--- src/rtl/acp_pkg.sv ---
// Shared AXI3 constants and FSM state encoding for the ACP burst reader.
package acp_pkg;

   localparam logic [1:0] BURST_INCR  = 2'b01;
   localparam logic [2:0] SIZE_8B     = 3'b011;
   localparam logic [1:0] RESP_OKAY   = 2'b00;
   localparam int unsigned BOUNDARY_4K = 4096;
   // 8-byte beats that fit into one 4 KB page
   localparam int unsigned BEATS_PER_4K = BOUNDARY_4K / 8;

   typedef enum logic [1:0] {
      ST_IDLE = 2'd0,
      ST_ADDR = 2'd1,
      ST_DATA = 2'd2,
      ST_DONE = 2'd3
   } acp_state_t;

endpackage

--- src/rtl/acp_burst_len.sv ---
// Burst length picker: min(remaining beats, MAX_BURST, beats left in the 4 KB page).
module acp_burst_len
   import acp_pkg::*;
#(
   parameter int MAX_BURST = 16,
   parameter int CNT_W     = 16
) (
   input  logic [8:0]       addr_beat,   // address bits [11:3]: beat offset inside the page
   input  logic [CNT_W-1:0] remaining,
   output logic [4:0]       len
);

   logic [9:0] beats_left;
   logic [4:0] cap;

   // Combinational three-way minimum; result is 1..MAX_BURST whenever remaining > 0
   always_comb begin
      beats_left = 10'(BEATS_PER_4K) - {1'b0, addr_beat};
      if (remaining > CNT_W'(MAX_BURST)) cap = 5'(MAX_BURST);
      else                               cap = remaining[4:0];
      if ({5'd0, cap} > beats_left) len = beats_left[4:0];
      else                          len = cap;
   end

endmodule

--- src/rtl/acp_burst_reader.sv ---
// AXI3 read master for the Zynq S_AXI_ACP port: splits a (address, beat count)
// command into page-safe INCR bursts and streams the read data out unbuffered.
//
// Handshakes: every valid/ready pair transfers exactly one item on a rising clk
// edge where both are high; a valid, once raised, stays high with its payload
// stable until that edge (arvalid/araddr/arlen here, cmd_* and r* upstream).
module acp_burst_reader
   import acp_pkg::*;
#(
   parameter int         DATA_W      = 64,
   parameter int         MAX_BURST   = 16,
   parameter int         CNT_W       = 16,
   parameter logic [2:0] ARID_VAL    = 3'd0,
   parameter logic [3:0] ARCACHE_VAL = 4'b1111,
   parameter logic [4:0] ARUSER_VAL  = 5'b00001
) (
   input  logic              clk,
   input  logic              rst,
   input  logic              cmd_valid,
   output logic              cmd_ready,
   input  logic [31:0]       cmd_addr,
   input  logic [CNT_W-1:0]  cmd_beats,
   output logic [DATA_W-1:0] m_data,
   output logic              m_valid,
   input  logic              m_ready,
   output logic              m_last,
   output logic              busy,
   output logic              done,
   output logic              err,
   output logic [1:0]        dbg_state,
   output logic [31:0]       S_AXI_ACP_0_araddr,
   output logic [1:0]        S_AXI_ACP_0_arburst,
   output logic [3:0]        S_AXI_ACP_0_arcache,
   output logic [2:0]        S_AXI_ACP_0_arid,
   output logic [3:0]        S_AXI_ACP_0_arlen,
   output logic [1:0]        S_AXI_ACP_0_arlock,
   output logic [2:0]        S_AXI_ACP_0_arprot,
   output logic [3:0]        S_AXI_ACP_0_arqos,
   output logic [2:0]        S_AXI_ACP_0_arsize,
   output logic [4:0]        S_AXI_ACP_0_aruser,
   output logic              S_AXI_ACP_0_arvalid,
   input  logic              S_AXI_ACP_0_arready,
   input  logic [DATA_W-1:0] S_AXI_ACP_0_rdata,
   input  logic [2:0]        S_AXI_ACP_0_rid,
   input  logic              S_AXI_ACP_0_rlast,
   input  logic [1:0]        S_AXI_ACP_0_rresp,
   input  logic              S_AXI_ACP_0_rvalid,
   output logic              S_AXI_ACP_0_rready
);

   acp_state_t       state, state_n;
   logic [31:0]      addr_q;
   logic [CNT_W-1:0] rem_q;
   logic [3:0]       arlen_q;
   logic [4:0]       burst_left;
   logic             err_q;

   logic [4:0]       cur_len;
   logic [31:0]      addr_next;
   logic [31:0]      addr_in;
   logic [CNT_W-1:0] rem_in;
   logic [4:0]       len_n;
   logic             r_hs;
   logic             last_of_burst;
   logic             beat_bad;

   // Address/count that the next burst starts from: the command itself when idle,
   // otherwise the position just past the current beat/burst.
   assign cur_len       = {1'b0, arlen_q} + 5'd1;
   assign addr_next     = addr_q + {24'd0, cur_len, 3'b000};
   assign addr_in       = (state == ST_IDLE) ? (cmd_addr & 32'hFFFF_FFF8) : addr_next;
   assign rem_in        = (state == ST_IDLE) ? cmd_beats : rem_q - CNT_W'(1);
   assign r_hs          = (state == ST_DATA) && S_AXI_ACP_0_rvalid && m_ready;
   assign last_of_burst = (burst_left == 5'd1);
   // A foreign rid cannot be ours (single id, one burst in flight), so it is
   // treated like any other malformed beat.
   assign beat_bad      = (S_AXI_ACP_0_rresp != RESP_OKAY) ||
                          (S_AXI_ACP_0_rlast != last_of_burst) ||
                          (S_AXI_ACP_0_rid != ARID_VAL);

   acp_burst_len #(
      .MAX_BURST (MAX_BURST),
      .CNT_W     (CNT_W)
   ) u_len (
      .addr_beat (addr_in[11:3]),
      .remaining (rem_in),
      .len       (len_n)
   );

   // State register
   always_ff @(posedge clk or posedge rst) begin
      if (rst) state <= ST_IDLE;
      else     state <= state_n;
   end

   // Next-state logic
   always_comb begin
      state_n = state;
      case (state)
         ST_IDLE: if (cmd_valid) state_n = (cmd_beats == '0) ? ST_DONE : ST_ADDR;
         ST_ADDR: if (S_AXI_ACP_0_arready) state_n = ST_DATA;
         ST_DATA: if (r_hs && last_of_burst) state_n = (rem_in != '0) ? ST_ADDR : ST_DONE;
         ST_DONE: state_n = ST_IDLE;
         default: state_n = ST_IDLE;
      endcase
   end

   // Datapath: address, counters, registered arlen and sticky error
   always_ff @(posedge clk or posedge rst) begin
      if (rst) begin
         addr_q     <= '0;
         rem_q      <= '0;
         arlen_q    <= '0;
         burst_left <= '0;
         err_q      <= 1'b0;
      end else begin
         case (state)
            ST_IDLE: begin
               if (cmd_valid) begin
                  addr_q  <= addr_in;
                  rem_q   <= rem_in;
                  arlen_q <= 4'(len_n - 5'd1);
                  err_q   <= 1'b0;
               end
            end
            ST_ADDR: begin
               if (S_AXI_ACP_0_arready) burst_left <= cur_len;
            end
            ST_DATA: begin
               if (r_hs) begin
                  rem_q      <= rem_in;
                  burst_left <= burst_left - 5'd1;
                  if (beat_bad) err_q <= 1'b1;
                  if (last_of_burst) begin
                     addr_q  <= addr_in;
                     arlen_q <= 4'(len_n - 5'd1);
                  end
               end
            end
            default: ;
         endcase
      end
   end

   // Outputs decoded from state; R channel is a straight pass-through in DATA
   always_comb begin
      cmd_ready           = (state == ST_IDLE);
      busy                = (state != ST_IDLE);
      done                = (state == ST_DONE);
      err                 = err_q;
      dbg_state           = state;
      m_data              = S_AXI_ACP_0_rdata;
      m_valid             = (state == ST_DATA) && S_AXI_ACP_0_rvalid;
      m_last              = (state == ST_DATA) && S_AXI_ACP_0_rvalid && (rem_q == CNT_W'(1));
      S_AXI_ACP_0_rready  = (state == ST_DATA) && m_ready;
      S_AXI_ACP_0_arvalid = (state == ST_ADDR);
      S_AXI_ACP_0_araddr  = addr_q;
      S_AXI_ACP_0_arlen   = arlen_q;
      S_AXI_ACP_0_arburst = BURST_INCR;
      S_AXI_ACP_0_arsize  = SIZE_8B;
      S_AXI_ACP_0_arcache = ARCACHE_VAL;
      S_AXI_ACP_0_aruser  = ARUSER_VAL;
      S_AXI_ACP_0_arid    = ARID_VAL;
      S_AXI_ACP_0_arlock  = 2'b00;
      S_AXI_ACP_0_arprot  = 3'b000;
      S_AXI_ACP_0_arqos   = 4'b0000;
   end

endmodule
--- config.mk ---
export PLATFORM = sky130hd
export DESIGN_NAME = acp_burst_reader
export DESIGN_NICKNAME = d
export VERILOG_FILES = /design/src/rtl/acp_pkg.sv /design/src/rtl/acp_burst_len.sv /design/src/rtl/acp_burst_reader.sv
export SDC_FILE = /design/constraint.sdc
export NUM_CORES = 1
export LEC_CHECK = 0
export CAP_MARGIN = 15
export CORE_MARGIN = 4
export CORE_UTILIZATION = 44
export DETAILED_ROUTE_END_ITERATION = 16
export PLACE_DENSITY_LB_ADDON = 0.1
export SYNTH_ARGS = -nofsm -noshare
export SYNTH_HDL_FRONTEND = slang
export SYNTH_HIERARCHICAL = 1
export SYNTH_SLANG_ARGS = --single-unit
--- constraint.sdc ---
create_clock -name clk -period 5.9 [get_ports clk]
set_input_delay 0.885 -clock clk [delete_from_list [all_inputs] [get_ports clk]]
set_output_delay 0.885 -clock clk [all_outputs]
set_load 0.05 [all_outputs]
==> run_results.csv, run 1 <==
group,metric,value,unit
outcome,status,"completed",
cells_and_area,final_util,53.2,%
timing,min_period,4.70,ns
clocking,htreeDepth,3,
die,die_h,115,um
timing,maxSlewHeadroom,32.1,%
global_routing,antenna_found_initial,0,
placed_design,portBuffers,99,
clocking,cts_tree,"done",
worst_setup_path,critical_path_required,6.07,ns
worst_setup_path,reg2reg_depth,18,
worst_setup_path,arrival,4.87,ns
timing,worst_slew_pin_slew,1.02,ns
placed_design,dp.final_hpwl,11.2,mm
power,power_frac_clock,14.5,%
detailed_routing,drt_iter0_markers,217,
cells_and_area,instances_no_fill,770,
global_routing,track_usage,22.4,%
worst_setup_path,crit_chain,"inv_1, ha_1, nor3b_1, nand4_1, xor2_1, o21ai_0, nor4_1, nand3_1, or3b_2, inv_1, ha_1, o211ai_1, a21boi_1, o211ai_4, mux2_4, nor3_1, xnor2_1, o21ai_0",
worst_setup_path,r2r-start,"rem_q[0]",
detailed_routing,wirelength,14.9,mm
synth,synthCells,600,
worst_setup_path,critPathMaxFanout,8,
timing,max_freq,213,MHz
worst_setup_path,max_stage_delay,0.60,ns
timing,rsz0062_at_grt,"no",
clocking,cts_resized,0,
detailed_routing,via_per_inst,5.74,
timing,fin_setup_tns,0,ns
timing,drv_slew,0,
global_routing,grt_max_degree,58,
detailed_routing,wire_per_inst,19.3,um
timing,layout_setup_ws,1.20,ns
power,ir_drop,0.413,mV
power,switching_power,2.10,mW
timing,finalCritPeriodShare,79.7,%
clocking,cts_buffer_depth,2,
power,powerDensity,695,mW/mm^2
synth,yosys_warnings,6,
power,intPower,1.98,mW
worst_setup_path,r2r-end,"S_AXI_ACP_0_arlen[3]",
worst_setup_path,r2r_setup_slack,1.20,ns
global_routing,grt_pass1_wl,23.4,mm
global_routing,grt.overflow.total,0,
power,seqPwrFrac,21.2,%
hold_path,hold_class,"reg -> reg",
power,total_power,4.08,mW
global_routing,first_global_vias,4404,
timing,hold_viol,0,
die,start_util,45.7,%
placed_design,placed_area,0.00553,mm^2
power,pwr-share-comb,64.3,%
worst_setup_path,endpoint,"S_AXI_ACP_0_arlen[3]",
worst_setup_path,startpoint,"rem_q[0]",
cells_and_area,multi_input_area,0.00283,mm^2
clocking,cts_buffers,9,
clocking,ctsHoldBuffers,0,
cells_and_area,design_area,0.00587,mm^2
placed_design,dp_slack,1.27,ns
die,die-area,0.0132,mm^2
cells_and_area,area_growth_syn_to_layout,16.3,%
cells_and_area,drive_above_1_share,9.84,%
power,swShare,51.5,%
clocking,clkSinkCount,57,
clocking,root_buffer,"clkbuf_16",
clocking,path_clk_slew,0.06,ns
cells_and_area,fill_cells,1047,
die,die_width,115,um
cells_and_area,regArea,0.00143,mm^2
synth,syn_area_per_cell,8.41,um^2
power,total_leakage_power,2.36,nW
timing,setup_violations,0,
timing,whs,0.501,ns
placed_design,dp_cells,754,
clocking,clk_latency,0.33,ns
timing,finalClockSkew,0.0119,ns
placed_design,place_congestion,0.915,
worst_setup_path,endpoint_kind,"register",
detailed_routing,ant_nets,0,
worst_setup_path,setup.worst_path.start_class,"register",
run,cap_violations,0,
clocking,post_cts_buffers,0,
cells_and_area,nets,767,
die,core_area,0.0110,mm^2
detailed_routing,vias,4423,
die,rows,38,
worst_setup_path,critical_path_class,"reg -> reg",
detailed_routing,drt_first_pass_iters,4,
synth,netlist_area,0.00505,mm^2
worst_setup_path,crit_slowest_cell,"nor3b_1",
detailed_routing,post-route-drc-count,0,
die,io_pins,260,
cells_and_area,n_antenna_cell,0,
how the worst min path moves through the flow:
stage | start | end | slack (ns) | depth (start not counted)
2_1_floorplan | rem_q[13] | rem_q[13] | 0.50 | 1
3_3_place_gp | err | err | 0.48 | 2
3_5_place_dp | err | err | 0.50 | 2
4_1_cts | err | err | 0.51 | 2
5_1_grt | err | err | 0.56 | 2
6_report | err | err | 0.50 | 2
sequential cells by signal, summed over array words and instances, names as in the netlist:
name	cells
S_AXI_ACP_0_araddr	29
S_AXI_ACP_0_arlen	4
burst_left	5
dbg_state	2
err	1
rem_q	16
final cells by class:
| type | count | share of cell area [%] |
|---|---|---|
| Clock buffer | 12 | 4.54 |
| Inverter | 20 | 1.32 |
| Sequential cell | 57 | 24.3 |
| Tap cell | 140 | 2.98 |
| Timing Repair Buffer | 103 | 17.4 |
| Multi-Input combinational cell | 434 | 48.2 |
| Clock inverter | 4 | 1.26 |
layer usage:
metal	up-vias	share of wire [%]	global-route usage, %
met5	-	0	0
met4	0	1.8	7.98
met3	22	7.6	4.68
met2	194	47	35.5
met1	2105	44	30.3
li1	2102	-	-
cells in the final DEF (no fill, tap or decap), drive strengths merged, types with 3 or more instances in the layout:
cell / instances
or4: 5
conb: 29
a311oi: 11
xor2: 5
nor2: 44
nor2b: 3
nand4: 8
nor4: 19
or2: 3
and3: 9
o211ai: 5
or3: 10
a31oi: 12
xnor2: 17
nor3b: 4
o21a: 4
clkbuf: 12
nand2b: 4
nand3: 16
clkdlybuf4s50: 99
nor4b: 3
o22ai: 6
a21o: 4
o21ai: 31
o22a: 5
a211oi: 12
and2: 7
nand2: 51
mux2i: 4
buf: 4
a21oi: 22
o31ai: 4
nor3: 16
dfrtp: 57
inv: 20
mux2: 22
ha: 17
critical path, delay by kind of cell (launching register included):
family	cells	cell delay, ns
AOI/OAI and AO/OA	5	0.69
muxes	1	0.34
buffers and inverters	2	0.16
adders and majority gates	2	0.42
xor gates and xnor gates	2	0.30
DFF	1	0.45
and+or+nand+nor	6	2.18
power groups by stage:
| stage | combinational [mW] | sequential [mW] | clock, mW |
|---|---|---|---|
| after global routing | 2.87 | 0.901 | 0.622 |
| after floorplan | 1.73 | 1.16 | 0 |
| after CTS | 2.63 | 0.860 | 0.602 |
| final | 2.63 | 0.866 | 0.591 |
| after global placement | 2.57 | 0.854 | 0 |
| after detailed placement | 2.61 | 0.863 | 0 |
(Power assumes the default switching activity.)
==> run 2: changes to the inputs <==
CORE_UTILIZATION = 41   (was 44)
clock period = 4.4 ns   (was 5.9 ns; I/O delays follow)
==> run_results.csv, run 2 (synthesized netlist as in run 1, its figures left out) <==
group,metric,value,unit
power,seqPwrFrac,20.3,%
hold_path,holdPathEnd,"err",
timing,worst_slew_pin_slew,0.913,ns
outcome,status,"completed",
worst_setup_path,r2r-end,"S_AXI_ACP_0_arlen[3]",
timing,drv_slew,0,
die,rows,40,
cells_and_area,layout_common_cells,"clkdlybuf4s50_1, dfrtp_1, nand2_1",
power,intPower,2.74,mW
timing,maxSlewHeadroom,39.1,%
die,die-area,0.0141,mm^2
worst_setup_path,setup.worst_path.start_class,"register",
worst_setup_path,arrival,4.38,ns
hold_path,hold_class,"reg -> reg",
run,cap_violations,0,
global_routing,gr-usage-met1,28.3,%
clocking,htreeDepth,3,
detailed_routing,wire_per_inst,18.7,um
clocking,ctsHoldBuffers,0,
worst_setup_path,critical_path_required,4.57,ns
timing,setup_violations,0,
global_routing,antenna_found_initial,0,
clocking,root_buffer,"clkbuf_16",
power,powerDensity,924,mW/mm^2
power,ir_drop,0.547,mV
die,die_h,119,um
timing,finalClockSkew,0.00724,ns
detailed_routing,drt_first_pass_iters,6,
clocking,cts_tree,"done",
global_routing,grt-busiest-layer,"met2",
timing,finalCritPeriodShare,95.6,%
placed_design,dp.final_hpwl,11.3,mm
detailed_routing,drt_iter0_markers,206,
hold_path,worstHoldStart,"err",
die,die_width,119,um
cells_and_area,n_antenna_cell,0,
worst_setup_path,r2r_setup_slack,0.19,ns
placed_design,place_congestion,0.958,
worst_setup_path,endpoint_kind,"register",
timing,fin_setup_tns,0,ns
global_routing,first_global_vias,4479,
clocking,clk_latency,0.33,ns
power,power_frac_clock,12.5,%
timing,max_freq,238,MHz
global_routing,grt_pass1_wl,23.3,mm
timing,hold_viol,0,
power,switching_power,2.94,mW
worst_setup_path,r2r-start,"rem_q[0]",
cells_and_area,multi_input_area,0.00297,mm^2
detailed_routing,vias,4586,
clocking,cts_buffer_depth,2,
detailed_routing,post-route-drc-count,0,
cells_and_area,nets,789,
die,core_area,0.0120,mm^2
clocking,cts_buffers,9,
die,start_util,42.0,%
detailed_routing,ant_nets,0,
cells_and_area,final_util,51.2,%
detailed_routing,via_per_inst,5.74,
placed_design,portBuffers,99,
die,io_pins,260,
cells_and_area,final_common_cell,"clkdlybuf4s50_1",
cells_and_area,regArea,0.00143,mm^2
worst_setup_path,critical_path_class,"reg -> reg",
clocking,clkSinkCount,57,
power,total_power,5.68,mW
cells_and_area,fill_cells,1158,
hold_path,whs_path_depth,2,
global_routing,grt.overflow.total,0,
cells_and_area,area_growth_syn_to_layout,21.8,%
power,total_leakage_power,2.45,nW
worst_setup_path,critPathMaxFanout,8,
clocking,path_clk_slew,0.05,ns
timing,min_period,4.21,ns
global_routing,grtUsageMet3,4.61,%
power,pwr-share-comb,67.2,%
worst_setup_path,reg2reg_depth,19,
cells_and_area,drive_above_1_share,16.0,%
cells_and_area,largest_reg_flops,29,
detailed_routing,wirelength,15.0,mm
global_routing,grtUsageMet2,31.4,%
global_routing,track_usage,20.5,%
global_routing,grt_max_degree,41,
power,swShare,51.8,%
run 2: cell count changes in the layout (fill, tap and decap cells not counted), moves of 2 or more:
cell,previous run,this run
buf_4,4,26
clkbuf_8,3,1
clkinvlp_4,0,2
mux2i_2,0,2
or3b_4,0,2
dfrtp_1,57,55
mux2i_1,4,2
nor3_2,2,4
nor4_4,0,3
nor3_1,14,12
ha_1,17,15
dfrtp_2,0,2
nor4_1,15,11
run 2: power by group through the flow:
stage                     registers (mW)  clock network (mW)  logic, mW
final                               1.15               0.708       3.82
after global routing                1.20               0.745       4.16
after CTS                           1.13               0.721       3.68
after detailed placement            1.13                   0       3.66
after global placement              1.13                   0       3.61
after floorplan                     1.56                   0       2.32
run 2: worst max-delay path, stage by stage, from the launching register on:
cell      delay, ns
dfrtp_2        0.45
inv_1          0.08
ha_2           0.19
nor3b_1        0.20
buf_4          0.17
nand3_1        0.10
xor2_1         0.15
o21ai_0        0.16
nor4_2         0.36
nand3_2        0.20
nor3b_4        0.26
ha_1           0.27
nor2b_1        0.13
o211ai_1       0.21
a21boi_2       0.10
o211ai_4       0.24
mux2_4         0.33
nor3_2         0.19
xnor2_1        0.16
o21ai_0        0.10
run 2: worst max path at each step:
stage,startpoint,to,slack (ns),cells past startpoint
CTS,rem_q[0],S_AXI_ACP_0_arlen[3],0.03,16
floorplan,dbg_state[1],S_AXI_ACP_0_arlen[3],0.02,20
detailed placement,rem_q[0],S_AXI_ACP_0_arlen[3],0.05,16
global placement,rem_q[0],S_AXI_ACP_0_arlen[3],0.11,16
global route,rem_q[0],S_AXI_ACP_0_arlen[3],-0.13,21
finish,rem_q[0],S_AXI_ACP_0_arlen[3],0.19,19
run 2: area by class of cell:
cell class / instances / area share, %
clock inverter: 5 / 0.895
multi-input combinational: 434 / 48.4
sequential: 57 / 23.2
timing repair buffer: 125 / 19.3
tap: 147 / 2.99
inverter: 20 / 1.26
clock buffer: 11 / 3.95
run 2: routing by layer:
metal / up-vias / share of wire, % / wire [um]
li1: 2152 / - / -
met1: 2210 / 46 / 6820
met2: 189 / 46 / 6860
met3: 35 / 6.4 / 959
met4: 0 / 2.2 / 333
met5: - / 0 / 0
run 2: repair_timing:
action / in CTS / in global routing
resized for setup: 0 / 29
buffers inserted: 0 / 3
endpoints found under the setup margin: 0 / 4
run 2: stage by stage:
stage	instance area, um^2	cells	hold slack [ns]	setup WS, ns
final	6150	799	0.490	0.194
after floorplan	5150	627	0.503	0.0211
after detailed placement	5680	780	0.486	0.0533
after global placement	5680	780	0.486	0.105
after global routing	6150	799	0.509	-0.134
after CTS	5980	796	0.498	0.0292
==> run 3: changes to the inputs <==
ABC_AREA = 1   (was unset)
CAP_MARGIN = 20   (was 15)
CORE_UTILIZATION = 43   (was 41)
==> run_results.csv, run 3 <==
group,metric,value,unit
outcome,status,"completed",
hold_path,whs_path_depth,2,
detailed_routing,post-route-drc-count,0,
placed_design,dp_slack,0.203,ns
clocking,cts_buffer_depth,2,
detailed_routing,drt_first_pass_iters,5,
timing,rsz0062_at_grt,"no",
cells_and_area,drive_above_1_share,7.24,%
cells_and_area,design_area,0.00648,mm^2
placed_design,dp.final_hpwl,12.2,mm
clocking,cts_tree,"done",
die,io_pins,260,
worst_setup_path,critPathMaxFanout,5,
detailed_routing,vias,5449,
cells_and_area,instances_no_fill,1070,
hold_path,hold_class,"reg -> reg",
worst_setup_path,endpoint_kind,"register",
clocking,clkSinkCount,57,
timing,fin_setup_tns,0,ns
synth,synthCells,859,
cells_and_area,area_growth_syn_to_layout,15.9,%
detailed_routing,via_per_inst,5.09,
clocking,clk_latency,0.33,ns
timing,finalClockSkew,0.00507,ns
timing,drv_slew,0,
detailed_routing,wirelength,15.9,mm
detailed_routing,ant_nets,0,
cells_and_area,fill_cells,1313,
clocking,root_buffer,"clkbuf_16",
global_routing,grt_pass1_wl,25.6,mm
worst_setup_path,r2r-start,"rem_q[5]",
cells_and_area,layout_common_cells,"nand2_1, inv_1, clkdlybuf4s50_1",
clocking,htreeDepth,3,
placed_design,placed_area,0.00614,mm^2
power,total_power,6.14,mW
global_routing,grt.overflow.total,0,
cells_and_area,final_common_cell,"nand2_1",
die,rows,41,
cells_and_area,n_antenna_cell,0,
run,cap_violations,0,
power,powerDensity,947,mW/mm^2
clocking,ctsHoldBuffers,0,
timing,worst_slew_pin_slew,0.693,ns
worst_setup_path,setup.worst_path.start_class,"register",
power,total_leakage_power,3.11,nW
worst_setup_path,reg2reg_depth,25,
timing,min_period,4.00,ns
cells_and_area,multi_input_area,0.00302,mm^2
cells_and_area,regArea,0.00143,mm^2
placed_design,portBuffers,99,
clocking,cts_buffers,9,
die,die_h,122,um
worst_setup_path,r2r-end,"S_AXI_ACP_0_arlen[2]",
global_routing,antenna_found_initial,0,
hold_path,worstHoldStart,"err",
placed_design,dp_cells,1053,
timing,layout_setup_ws,0.395,ns
worst_setup_path,r2r_setup_slack,0.40,ns
hold_path,holdPathEnd,"err",
global_routing,grt_max_degree,45,
timing,whs,0.501,ns
placed_design,place_congestion,0.863,
timing,setup_violations,0,
worst_setup_path,critical_path_class,"reg -> reg",
detailed_routing,wire_per_inst,14.9,um
clocking,post_cts_buffers,0,
die,start_util,44.1,%
timing,max_freq,250,MHz
die,core_area,0.0127,mm^2
synth,syn_area_per_cell,6.50,um^2
synth,yosys_warnings,6,
cells_and_area,final_util,51.1,%
clocking,path_clk_slew,0.05,ns
worst_setup_path,critical_path_required,4.60,ns
timing,hold_viol,0,
cells_and_area,nets,1035,
synth,netlist_area,0.00559,mm^2
timing,finalCritPeriodShare,91.0,%
power,ir_drop,0.547,mV
die,die-area,0.0149,mm^2
global_routing,first_global_vias,5207,
global_routing,track_usage,21.3,%
clocking,cts_resized,0,
die,die_width,122,um
timing,maxSlewHeadroom,53.7,%
worst_setup_path,arrival,4.20,ns
cells_and_area,largest_reg_flops,29,
detailed_routing,drt_iter0_markers,380,
-- run 3: metal layers --
metal  global-route usage (%)  up-vias  wire length (um)
li1                         -     2676                 -
met1                     29.0     2509              7160
met2                     33.4      208              7200
met3                     4.04       56              1110
met4                     8.75        0               431
met5                        0        -                 0
-- run 3: worst max-delay path by stage --
stage                          from              endpoint  slack (ns)  depth (start not counted)
6_report                   rem_q[5]  S_AXI_ACP_0_arlen[2]        0.40                         25
5_1_grt                    rem_q[5]  S_AXI_ACP_0_arlen[2]       0.002                         25
4_1_cts        S_AXI_ACP_0_arlen[1]  S_AXI_ACP_0_arlen[2]        0.14                         21
3_5_place_dp   S_AXI_ACP_0_arlen[1]  S_AXI_ACP_0_arlen[3]        0.20                         21
3_3_place_gp   S_AXI_ACP_0_arlen[1]  S_AXI_ACP_0_arlen[2]        0.33                         21
2_1_floorplan  S_AXI_ACP_0_arlen[0]  S_AXI_ACP_0_arlen[2]        0.34                         21
-- run 3: power breakdown --
| part | leakage (nW) | switching, mW | internal, mW |
|---|---|---|---|
| registers | 0.695 | 0.319 | 0.791 |
| logic | 2.26 | 2.91 | 1.38 |
| clock network | 0.153 | 0.244 | 0.484 |
| total | 3.11 | 3.48 | 2.66 |
-- run 3: cell type report --
cell class	instances	area share, %
clock inverter	2	0.541
sequential	57	22.0
inverter	113	6.66
multi-input combinational	603	46.6
tap	172	3.32
timing repair buffer	109	16.7
clock buffer	14	4.23
-- run 3: worst max-delay path: stages, from the launching register on --
cell     delay, ns
dfrtp_1       0.42
nor2_1        0.28
nand2_1       0.12
nor2_1        0.27
nand2_1       0.11
xor2_1        0.20
o21ai_0       0.15
nor2_1        0.13
nand2_1       0.06
nor2_1        0.19
nand3_1       0.20
nor2_1        0.22
ha_1          0.28
nand2_1       0.09
inv_1         0.04
nand2_1       0.05
nand2_1       0.08
a21oi_4       0.19
nor2_8        0.07
nand2_4       0.07
nand2_1       0.05
nand2_1       0.10
inv_1         0.06
ha_1          0.21
xnor2_1       0.15
o21ai_0       0.09
